==> src/rtl/trap_ctrl_pkg.sv <==
// trap_ctrl_pkg: cause codes and state encodings shared by the trap controller
package trap_ctrl_pkg;
  localparam logic [31:0] CAUSE_ILLEGAL  = 32'd2;
  localparam logic [31:0] CAUSE_EBREAK   = 32'd3;
  localparam logic [31:0] CAUSE_ECALL    = 32'd11;
  localparam logic [31:0] CAUSE_MEXT_IRQ = 32'h8000_000B;
  typedef enum logic [2:0] {
    TRAP_ST_IDLE  = 3'd0,
    TRAP_ST_FLUSH = 3'd1,
    TRAP_ST_SAVE  = 3'd2,
    TRAP_ST_JUMP  = 3'd3,
    TRAP_ST_RET   = 3'd4
  } trap_state_e;
endpackage

==> src/rtl/trap_ctrl_if.sv <==
// trap_ctrl_if: decode/CSR/fetch signals of the trap controller; mcause ports exist only with TRAP_CTRL_MCAUSE_EN
interface trap_ctrl_if;
  logic        instr_valid_i;
  logic [31:0] pc_i;
  logic        illegal_i;
  logic        ebreak_i;
  logic        ecall_i;
  logic        mret_i;
  logic        irq_i;
  logic        mie_i;
  logic [31:0] epc_i;
  logic        save_epc_o;
  logic [31:0] epc_pc_o;
  logic        flush_o;
  logic        stall_o;
  logic        redirect_o;
  logic [31:0] redirect_pc_o;
`ifdef TRAP_CTRL_MCAUSE_EN
  logic [31:0] mcause_o;
  logic        mcause_we_o;
`endif
  modport master (
    input  instr_valid_i, pc_i, illegal_i, ebreak_i, ecall_i, mret_i, irq_i, mie_i, epc_i,
`ifdef TRAP_CTRL_MCAUSE_EN
    output mcause_o, mcause_we_o,
`endif
    output save_epc_o, epc_pc_o, flush_o, stall_o, redirect_o, redirect_pc_o
  );
  modport slave (
    output instr_valid_i, pc_i, illegal_i, ebreak_i, ecall_i, mret_i, irq_i, mie_i, epc_i,
`ifdef TRAP_CTRL_MCAUSE_EN
    input  mcause_o, mcause_we_o,
`endif
    input  save_epc_o, epc_pc_o, flush_o, stall_o, redirect_o, redirect_pc_o
  );
endinterface

==> src/rtl/trap_ctrl.sv <==
// trap_ctrl: machine-mode trap/mret sequencer (flush, EPC save, redirect); TRAP_CTRL_MCAUSE_EN adds mcause outputs
module trap_ctrl
  import trap_ctrl_pkg::*;
#(
  parameter logic [31:0] MTVEC = 32'h0000_0010,
  parameter int RESET_PC_UNUSED_W = 32
) (
  input logic clk,
  input logic rst_n,
  trap_ctrl_if.master bus
);
  trap_state_e state, state_nx;
  logic [RESET_PC_UNUSED_W-1:0] pc_q;
  logic trap, ret;
`ifdef TRAP_CTRL_MCAUSE_EN
  logic [31:0] cause, cause_q;
`endif
  // priority encode decode-stage events: illegal > ebreak > ecall > irq > mret
  always_comb begin
    trap = bus.instr_valid_i & (bus.illegal_i | bus.ebreak_i | bus.ecall_i | (bus.irq_i & bus.mie_i));
    ret  = bus.instr_valid_i & bus.mret_i & ~trap;
`ifdef TRAP_CTRL_MCAUSE_EN
    cause = bus.illegal_i ? CAUSE_ILLEGAL :
            bus.ebreak_i  ? CAUSE_EBREAK  :
            bus.ecall_i   ? CAUSE_ECALL   : CAUSE_MEXT_IRQ;
`endif
  end
  // state register plus the faulting PC/cause captured when a trap is accepted
  always_ff @(posedge clk or negedge rst_n) begin
    if (!rst_n) begin
      state <= TRAP_ST_IDLE;
      pc_q  <= '0;
`ifdef TRAP_CTRL_MCAUSE_EN
      cause_q <= '0;
`endif
    end else begin
      state <= state_nx;
      if (state == TRAP_ST_IDLE && trap) begin
        pc_q <= bus.pc_i;
`ifdef TRAP_CTRL_MCAUSE_EN
        cause_q <= cause;
`endif
      end
    end
  end
  // next state: events only matter in IDLE, every other state advances unconditionally
  always_comb begin
    state_nx = TRAP_ST_IDLE;
    unique case (state)
      TRAP_ST_IDLE:  state_nx = trap ? TRAP_ST_FLUSH : ret ? TRAP_ST_RET : TRAP_ST_IDLE;
      TRAP_ST_FLUSH: state_nx = TRAP_ST_SAVE;
      TRAP_ST_SAVE:  state_nx = TRAP_ST_JUMP;
      default:       state_nx = TRAP_ST_IDLE;
    endcase
  end
  // outputs decoded purely from registered state (epc_i only feeds the mret target)
  always_comb begin
    bus.flush_o       = state == TRAP_ST_FLUSH || state == TRAP_ST_RET;
    bus.stall_o       = state == TRAP_ST_FLUSH || state == TRAP_ST_SAVE || state == TRAP_ST_JUMP;
    bus.save_epc_o    = state == TRAP_ST_SAVE;
    bus.redirect_o    = state == TRAP_ST_JUMP || state == TRAP_ST_RET;
    bus.redirect_pc_o = state == TRAP_ST_JUMP ? MTVEC : state == TRAP_ST_RET ? bus.epc_i : 32'h0;
    bus.epc_pc_o      = pc_q;
`ifdef TRAP_CTRL_MCAUSE_EN
    bus.mcause_we_o   = state == TRAP_ST_SAVE;
    bus.mcause_o      = cause_q;
`endif
  end
endmodule

==> src/flat_wrapper.sv <==
// flat-port wrapper written by rule: the top's interface ports become plain ports
module trap_ctrl_flat import trap_ctrl_pkg::*;
#(
  parameter logic [31:0] MTVEC = 32'h0000_0010,
  parameter int RESET_PC_UNUSED_W = 32
)
  (clk, rst_n, bus_instr_valid_i, bus_pc_i, bus_illegal_i, bus_ebreak_i, bus_ecall_i, bus_mret_i, bus_irq_i, bus_mie_i, bus_epc_i, bus_save_epc_o, bus_epc_pc_o, bus_flush_o, bus_stall_o, bus_redirect_o, bus_redirect_pc_o);
  trap_ctrl_if bus_i ();
  input logic clk;
  input logic rst_n;
  input wire logic [$bits(bus_i.instr_valid_i)-1:0] bus_instr_valid_i;
  input wire logic [$bits(bus_i.pc_i)-1:0] bus_pc_i;
  input wire logic [$bits(bus_i.illegal_i)-1:0] bus_illegal_i;
  input wire logic [$bits(bus_i.ebreak_i)-1:0] bus_ebreak_i;
  input wire logic [$bits(bus_i.ecall_i)-1:0] bus_ecall_i;
  input wire logic [$bits(bus_i.mret_i)-1:0] bus_mret_i;
  input wire logic [$bits(bus_i.irq_i)-1:0] bus_irq_i;
  input wire logic [$bits(bus_i.mie_i)-1:0] bus_mie_i;
  input wire logic [$bits(bus_i.epc_i)-1:0] bus_epc_i;
  output wire logic [$bits(bus_i.save_epc_o)-1:0] bus_save_epc_o;
  output wire logic [$bits(bus_i.epc_pc_o)-1:0] bus_epc_pc_o;
  output wire logic [$bits(bus_i.flush_o)-1:0] bus_flush_o;
  output wire logic [$bits(bus_i.stall_o)-1:0] bus_stall_o;
  output wire logic [$bits(bus_i.redirect_o)-1:0] bus_redirect_o;
  output wire logic [$bits(bus_i.redirect_pc_o)-1:0] bus_redirect_pc_o;
  assign bus_i.instr_valid_i = bus_instr_valid_i;
  assign bus_i.pc_i = bus_pc_i;
  assign bus_i.illegal_i = bus_illegal_i;
  assign bus_i.ebreak_i = bus_ebreak_i;
  assign bus_i.ecall_i = bus_ecall_i;
  assign bus_i.mret_i = bus_mret_i;
  assign bus_i.irq_i = bus_irq_i;
  assign bus_i.mie_i = bus_mie_i;
  assign bus_i.epc_i = bus_epc_i;
  assign bus_save_epc_o = bus_i.save_epc_o;
  assign bus_epc_pc_o = bus_i.epc_pc_o;
  assign bus_flush_o = bus_i.flush_o;
  assign bus_stall_o = bus_i.stall_o;
  assign bus_redirect_o = bus_i.redirect_o;
  assign bus_redirect_pc_o = bus_i.redirect_pc_o;
  trap_ctrl #(.MTVEC(MTVEC), .RESET_PC_UNUSED_W(RESET_PC_UNUSED_W)) u_core (.clk(clk), .rst_n(rst_n), .bus(bus_i));
endmodule
==> config.mk <==
export PLATFORM = sky130hd
export DESIGN_NAME = trap_ctrl_flat
export DESIGN_NICKNAME = d
export VERILOG_FILES = /design/src/rtl/trap_ctrl_pkg.sv /design/src/rtl/trap_ctrl_if.sv /design/src/rtl/trap_ctrl.sv /design/src/flat_wrapper.sv
export SDC_FILE = /design/constraint.sdc
export NUM_CORES = 1
export LEC_CHECK = 0
export BUFFER_PORTS_ARGS = -buffer_cell sky130_fd_sc_hd__buf_2
export CELL_PAD_IN_SITES_DETAIL_PLACEMENT = 0
export CELL_PAD_IN_SITES_GLOBAL_PLACEMENT = 1
export CORE_ASPECT_RATIO = 1.25
export CORE_MARGIN = 2
export CORE_UTILIZATION = 28
export CTS_CLUSTER_SIZE = 30
export DETAILED_ROUTE_END_ITERATION = 10
export HOLD_SLACK_MARGIN = 0.06
export PLACE_DENSITY = 0.75
export SLEW_MARGIN = 10
export SYNTH_ARGS = -nofsm -noshare
export SYNTH_HDL_FRONTEND = slang
export SYNTH_SLANG_ARGS = --single-unit
==> constraint.sdc <==
create_clock -name clk -period 1.75 [get_ports clk]
set_input_delay 0.0875 -clock clk [delete_from_list [all_inputs] [get_ports clk]]
set_output_delay 0.0875 -clock clk [all_outputs]
set_load 0.03 [all_outputs]
# Word-level counts from Yosys, hierarchy flattened
# Index checks and enable logic that the tools add are counted.
dict set report word_totals {
  reg_bits 35
  inputBits 73
  output_inout_bits 68
  elab_cells 25
}
dict set report op_classes {
  eq_ne 4
  n_mux 5
  bitwise_logic 8
  reduce_logical 6
}
# op count
set ops {}
lappend ops {{32-bit 2-to-1 mux} 2}
lappend ops {{3-bit one-hot mux with 3 select lines} 1}
lappend ops {{3-bit by 2-bit equality test with 1-bit output (second input constant)} 2}
lappend ops {{3-bit 2-to-1 mux} 2}
lappend ops {{1-bit bitwise AND} 4}
lappend ops {{1-bit logical OR} 4}
lappend ops {{3-bit by 1-bit equality test with 1-bit output (second input constant)} 1}
lappend ops {{3-bit equality test (second input constant)} 1}
lappend ops {{3-bit logical NOT} 1}
lappend ops {{1-bit bitwise OR} 3}
lappend ops {{1-bit logical AND} 1}
lappend ops {{1-bit inverter} 1}

# Depth between registers and ports, before layout
dict set report logic_depth {
  word_depth 9
  ltp_mapped 6
  depth_no_buf 3
}

# Least setup slack after synthesis
# Ideal clock, no wire load.
dict set report synth_timing {
  path_type {reg-to-reg}
  from {register u_core.state[1]}
  to {register u_core.pc_q[0], in the netlist u_core.bus.epc_pc_o[0]}
  setup_time_ns 0.125
  t_arrival_ns 1.486
  required_ns 1.625
  slack_ns 0.139
  stages_incl_launch_ff 7
  path_buffers 3
  period_less_slack_ns 1.611
  path_cell_list {dfrtp_1 buf_4 nor4b_4 and2_4 buf_6 buf_12 mux2_4}
}
dict set report synth_between {
  elab_chain_len 2
}
# element line
set synth_lines {}
lappend synth_lines {{start, declared} trap_ctrl.sv:12} ;# trap_state_e state, state_nx;
lappend synth_lines {{start signal, assigned} trap_ctrl.sv:37} ;# state <= state_nx;
lappend synth_lines {{3-bit logical NOT} trap_ctrl.sv:38} ;# if (state == TRAP_ST_IDLE && trap) begin
lappend synth_lines {{1-bit logical AND} trap_ctrl.sv:38}
lappend synth_lines {{end signal, assigned} trap_ctrl.sv:39} ;# pc_q <= bus.pc_i;
lappend synth_lines {{end, declared} trap_ctrl.sv:13} ;# logic [RESET_PC_UNUSED_W-1:0] pc_q;
# No other way between the ends.
# A chain may end at the register's enable or synchronous reset.

# Worst setup path in the final report
dict set report layout_timing {
  from {register u_core.state[0]}
  to {output port bus_redirect_pc_o[15]}
}
dict set report layout_between {
  elab_chain_len 3
  elab_cells_between_ends 4
  cone_classes {2 x eq/ne; 2 x mux}
}
# element line
set layout_lines {}
lappend layout_lines {{3-bit equality test} trap_ctrl.sv:62} ;# bus.redirect_pc_o = state == TRAP_ST_JUMP ? MTVEC : state == TRAP_ST_RET ? bus.epc_i : 32'h0;
lappend layout_lines {{32-bit 2-to-1 mux} trap_ctrl.sv:62}
lappend layout_lines {{32-bit 2-to-1 mux *} trap_ctrl.sv:62}
lappend layout_lines {{end, declared} flat_wrapper.sv:25} ;# output wire logic [$bits(bus_i.redirect_pc_o)-1:0] bus_redirect_pc_o;
# Every way passes the cells marked *; elsewhere a longest branch is shown, timed or not.

==> summary.txt <==
Run status
  – Status: finished clean

Logic synthesis
  – Synth unique cells: 20
  – Register area share after synthesis: 49.23%
  – Asr flop ratio synth: between 90% and 100%
  – Yosys Warn Count: 0
  – Register bit count reported by yosys: 35
  – Share of the synthesized area in the top cell type: between 40 and 50%
  – Ys flop type: dfrtp_1
  – Synth Area per Inst: around 14 um^2
  – Synth top cells by count: dfrtp_1, and2_1, mux2_4
  – Synth area leader: dfrtp_1
  – Synthesized net count: 200
  – Synth Instances: around 130
  – Post-synth EDFFs: 0
  – Synth Cell Area: around 1800 um^2
  – Top cells by area, synth: dfrtp_1, mux2_4, and2_1
  – Count leader, synth: dfrtp_1

Place
  – DPL Wire Length: between 3000 and 4000 um
  – I/O Buffers: 140
  – GPL Wtd Cong: ~0.75
  – Inst Count DP: about 350

Layout
  – Layout Utilization: about half
  – Reg area: about 880 um^2
  – Final instance count without filler cells: 396
  – # fillers: around 540
  – Area of the multi-input gates: roughly 820 um^2
  – Diode count: 0
  – Layout cells sized above 1: 63.34%
  – Syn-to-layout area delta: 79.54%
  – Nets: 383

Drt
  – DRT antenna net count: 0
  – 1st-iter DRT viols: 30
  – Routed wire length: 5091 um
  – Residual DRC: 0
  – Pre-Repair DR Iteration Count: 4
  – Vias/cell: 4.177
  – Mean routed wirelength per cell: approximately 13 um
  – Vias: roughly 1700

STA
  – WHS: around 0.092 ns
  – RSZ-0062 raised after global routing: yes
  – Slew margin rel.: between 40% and 50%
  – Slew @ Worst Pin: roughly 0.77 ns
  – Skew final: ~0.0030 ns
  – Final hold vios: 0
  – Fmax: just under 0.6 GHz
  – # setup viols final: 0
  – Final min period: 1.695 ns
  – Final period utilization: a little over nine tenths
  – Slew Viols, Final: 0

GRT
  – Total GRT Usage: around an eighth
  – First-pass GRT wire length: approximately 7000 um
  – Initial antenna violation count: 0
  – GR Overflow Total: 0
  – Pin count of the biggest net entering global routing: 36
  – Number of global-route vias before repair: approximately 1600

Die
  – Chip Height: just over 90 um
  – Die area: roughly 7000 um^2
  – Total core area: around 6200 um^2
  – Die X: about 75 um
  – FP Rows: 32
  – Starting Density: around 29%
  – Ports: around 140

CTS
  – TritonCTS clock tree: done
  – Clock Latency Late Sink: roughly 0.28 ns
  – Worst-case clock buffer depth: 2
  – Clock sinks: 35
  – Num CTS Buffers: 5
  – Clk slew on worst S/H paths: 0.07 ns
  – Root Buffer: clkbuf_8
  – H-tree levels: 2

Worst setup path
  – Arr. time, crit path: 1.61 ns
  – Crit path max fanout: 8
  – Kind of critical path: register to output pin
  – Crit end category: output pin
  – Worst endpoint required time: around 1.7 ns
  – Critical path launch point type: register

Power and ir drop
  – Pwr Density: 1459 nW/um^2
  – Max VDD drop: 607.7 uV
  – Leak pwr: roughly 1.7 nW

Run
  – Max_cap viols: 0

Worst hold path
  – Worst Hold Class: primary input to register
==> through the flow <==
step                      setup TNS [ns]  worst slack (ns)  total power, mW  cell area (um^2)
after floorplan                        0            0.1392            3.365              1779
after global placement                 0            0.2201            3.942              2555
after detailed placement               0            0.1788            3.974              2555
after CTS                              0           0.01282            4.614              2990
after global routing            -0.08424          -0.01647            4.926              3194
final                                  0           0.05549            4.661              3194
==> metal layers <==
layer  up-vias  global-route usage [%]  routed length, um
met4         0                   3.947                  0
met3         0                   3.879                588
met2       111                   24.20               2625
met5         -                       0                  0
met1       758                   13.35               1877
li1        785                       -                  -
==> flip-flops by register name, indices dropped and copies added (netlist names) <==
| name | flops |
|---|---|
| u_core.bus.epc_pc_o | 32 |
| u_core.state | 3 |
==> cell type report <==
type	count	share of cell area (%)
Clock buffer	7	2.389
Clock inverter	1	0.1567
Multi-Input combinational cell	82	25.62
Sequential cell	35	27.42
Tap cell	85	3.329
Timing Repair Buffer	186	41.09
==> path summary, 6_finish.rpt <==
| kind | from | to | slack [ns] | depth (start not counted) |
|---|---|---|---|---|
| setup reg to reg | u_core.state[1] | u_core.bus.epc_pc_o[12] | 0.08 | 5 |
| max in group asynchronous | rst_n | u_core.bus.epc_pc_o[6] | 0.82 | 2 |
| hold / removal | bus_ecall_i | u_core.state[2] | 0.09 | 3 |
| setup / recovery | u_core.state[0] | bus_redirect_pc_o[15] | 0.06 | 6 |
| hold reg to reg | u_core.bus.epc_pc_o[0] | u_core.bus.epc_pc_o[0] | 0.51 | 1 |
| min in group asynchronous | rst_n | u_core.bus.epc_pc_o[14] | 0.45 | 2 |
==> repair_timing <==
item | CTS | global route
hold buffers | 34 | 0
cloned | 0 | 2
endpoints found under the hold margin | 68 | 0
buffers inserted | 0 | 4
pin swaps | 0 | 1
endpoints found under the setup margin | 8 | 33
resized for setup | 4 | 76
==> logic make-up (layout without fill, tap and decap cells) <==
family | after synthesis | in the layout | share of synthesized area, %
mux | 32 | 32 | 26.58
compound gates | 2 | 2 | 0.9139
xor+xnor | 2 | 2 | 0.9847
simple gates | 46 | 46 | 16.32
buf+inv | 10 | 194 | 5.977
flops | 35 | 35 | 49.23
==> placed cells by master (no fill, tap or decap), drive strengths merged <==
cell type and count:
nor2 5, nor3b 2, mux2 32, nand2 3, a2111o 1, clkinv 1, a21oi 1, xnor2 2
buf 149, and2 32, dfrtp 35, clkbuf 10, nand2b 1, nor4b 1, nor3 1, dlygate4sd3 34
nand3b 1
==> critical path, stage by stage (launching register included) <==
cell and delay (ns):
dfrtp_1 0.39, buf_4 0.17, nor3b_4 0.19, buf_6 0.15, clkbuf_16 0.14, and2_1 0.13
buf_4 0.16
==> report_power, final <==
part | total (mW) | switching (mW) | internal [mW]
Sequential | 1.44 | 0.223 | 1.22
Combinational | 2.67 | 1.49 | 1.18
Clock | 0.554 | 0.275 | 0.279
Note: power is estimated with default switching activity, not from simulation.
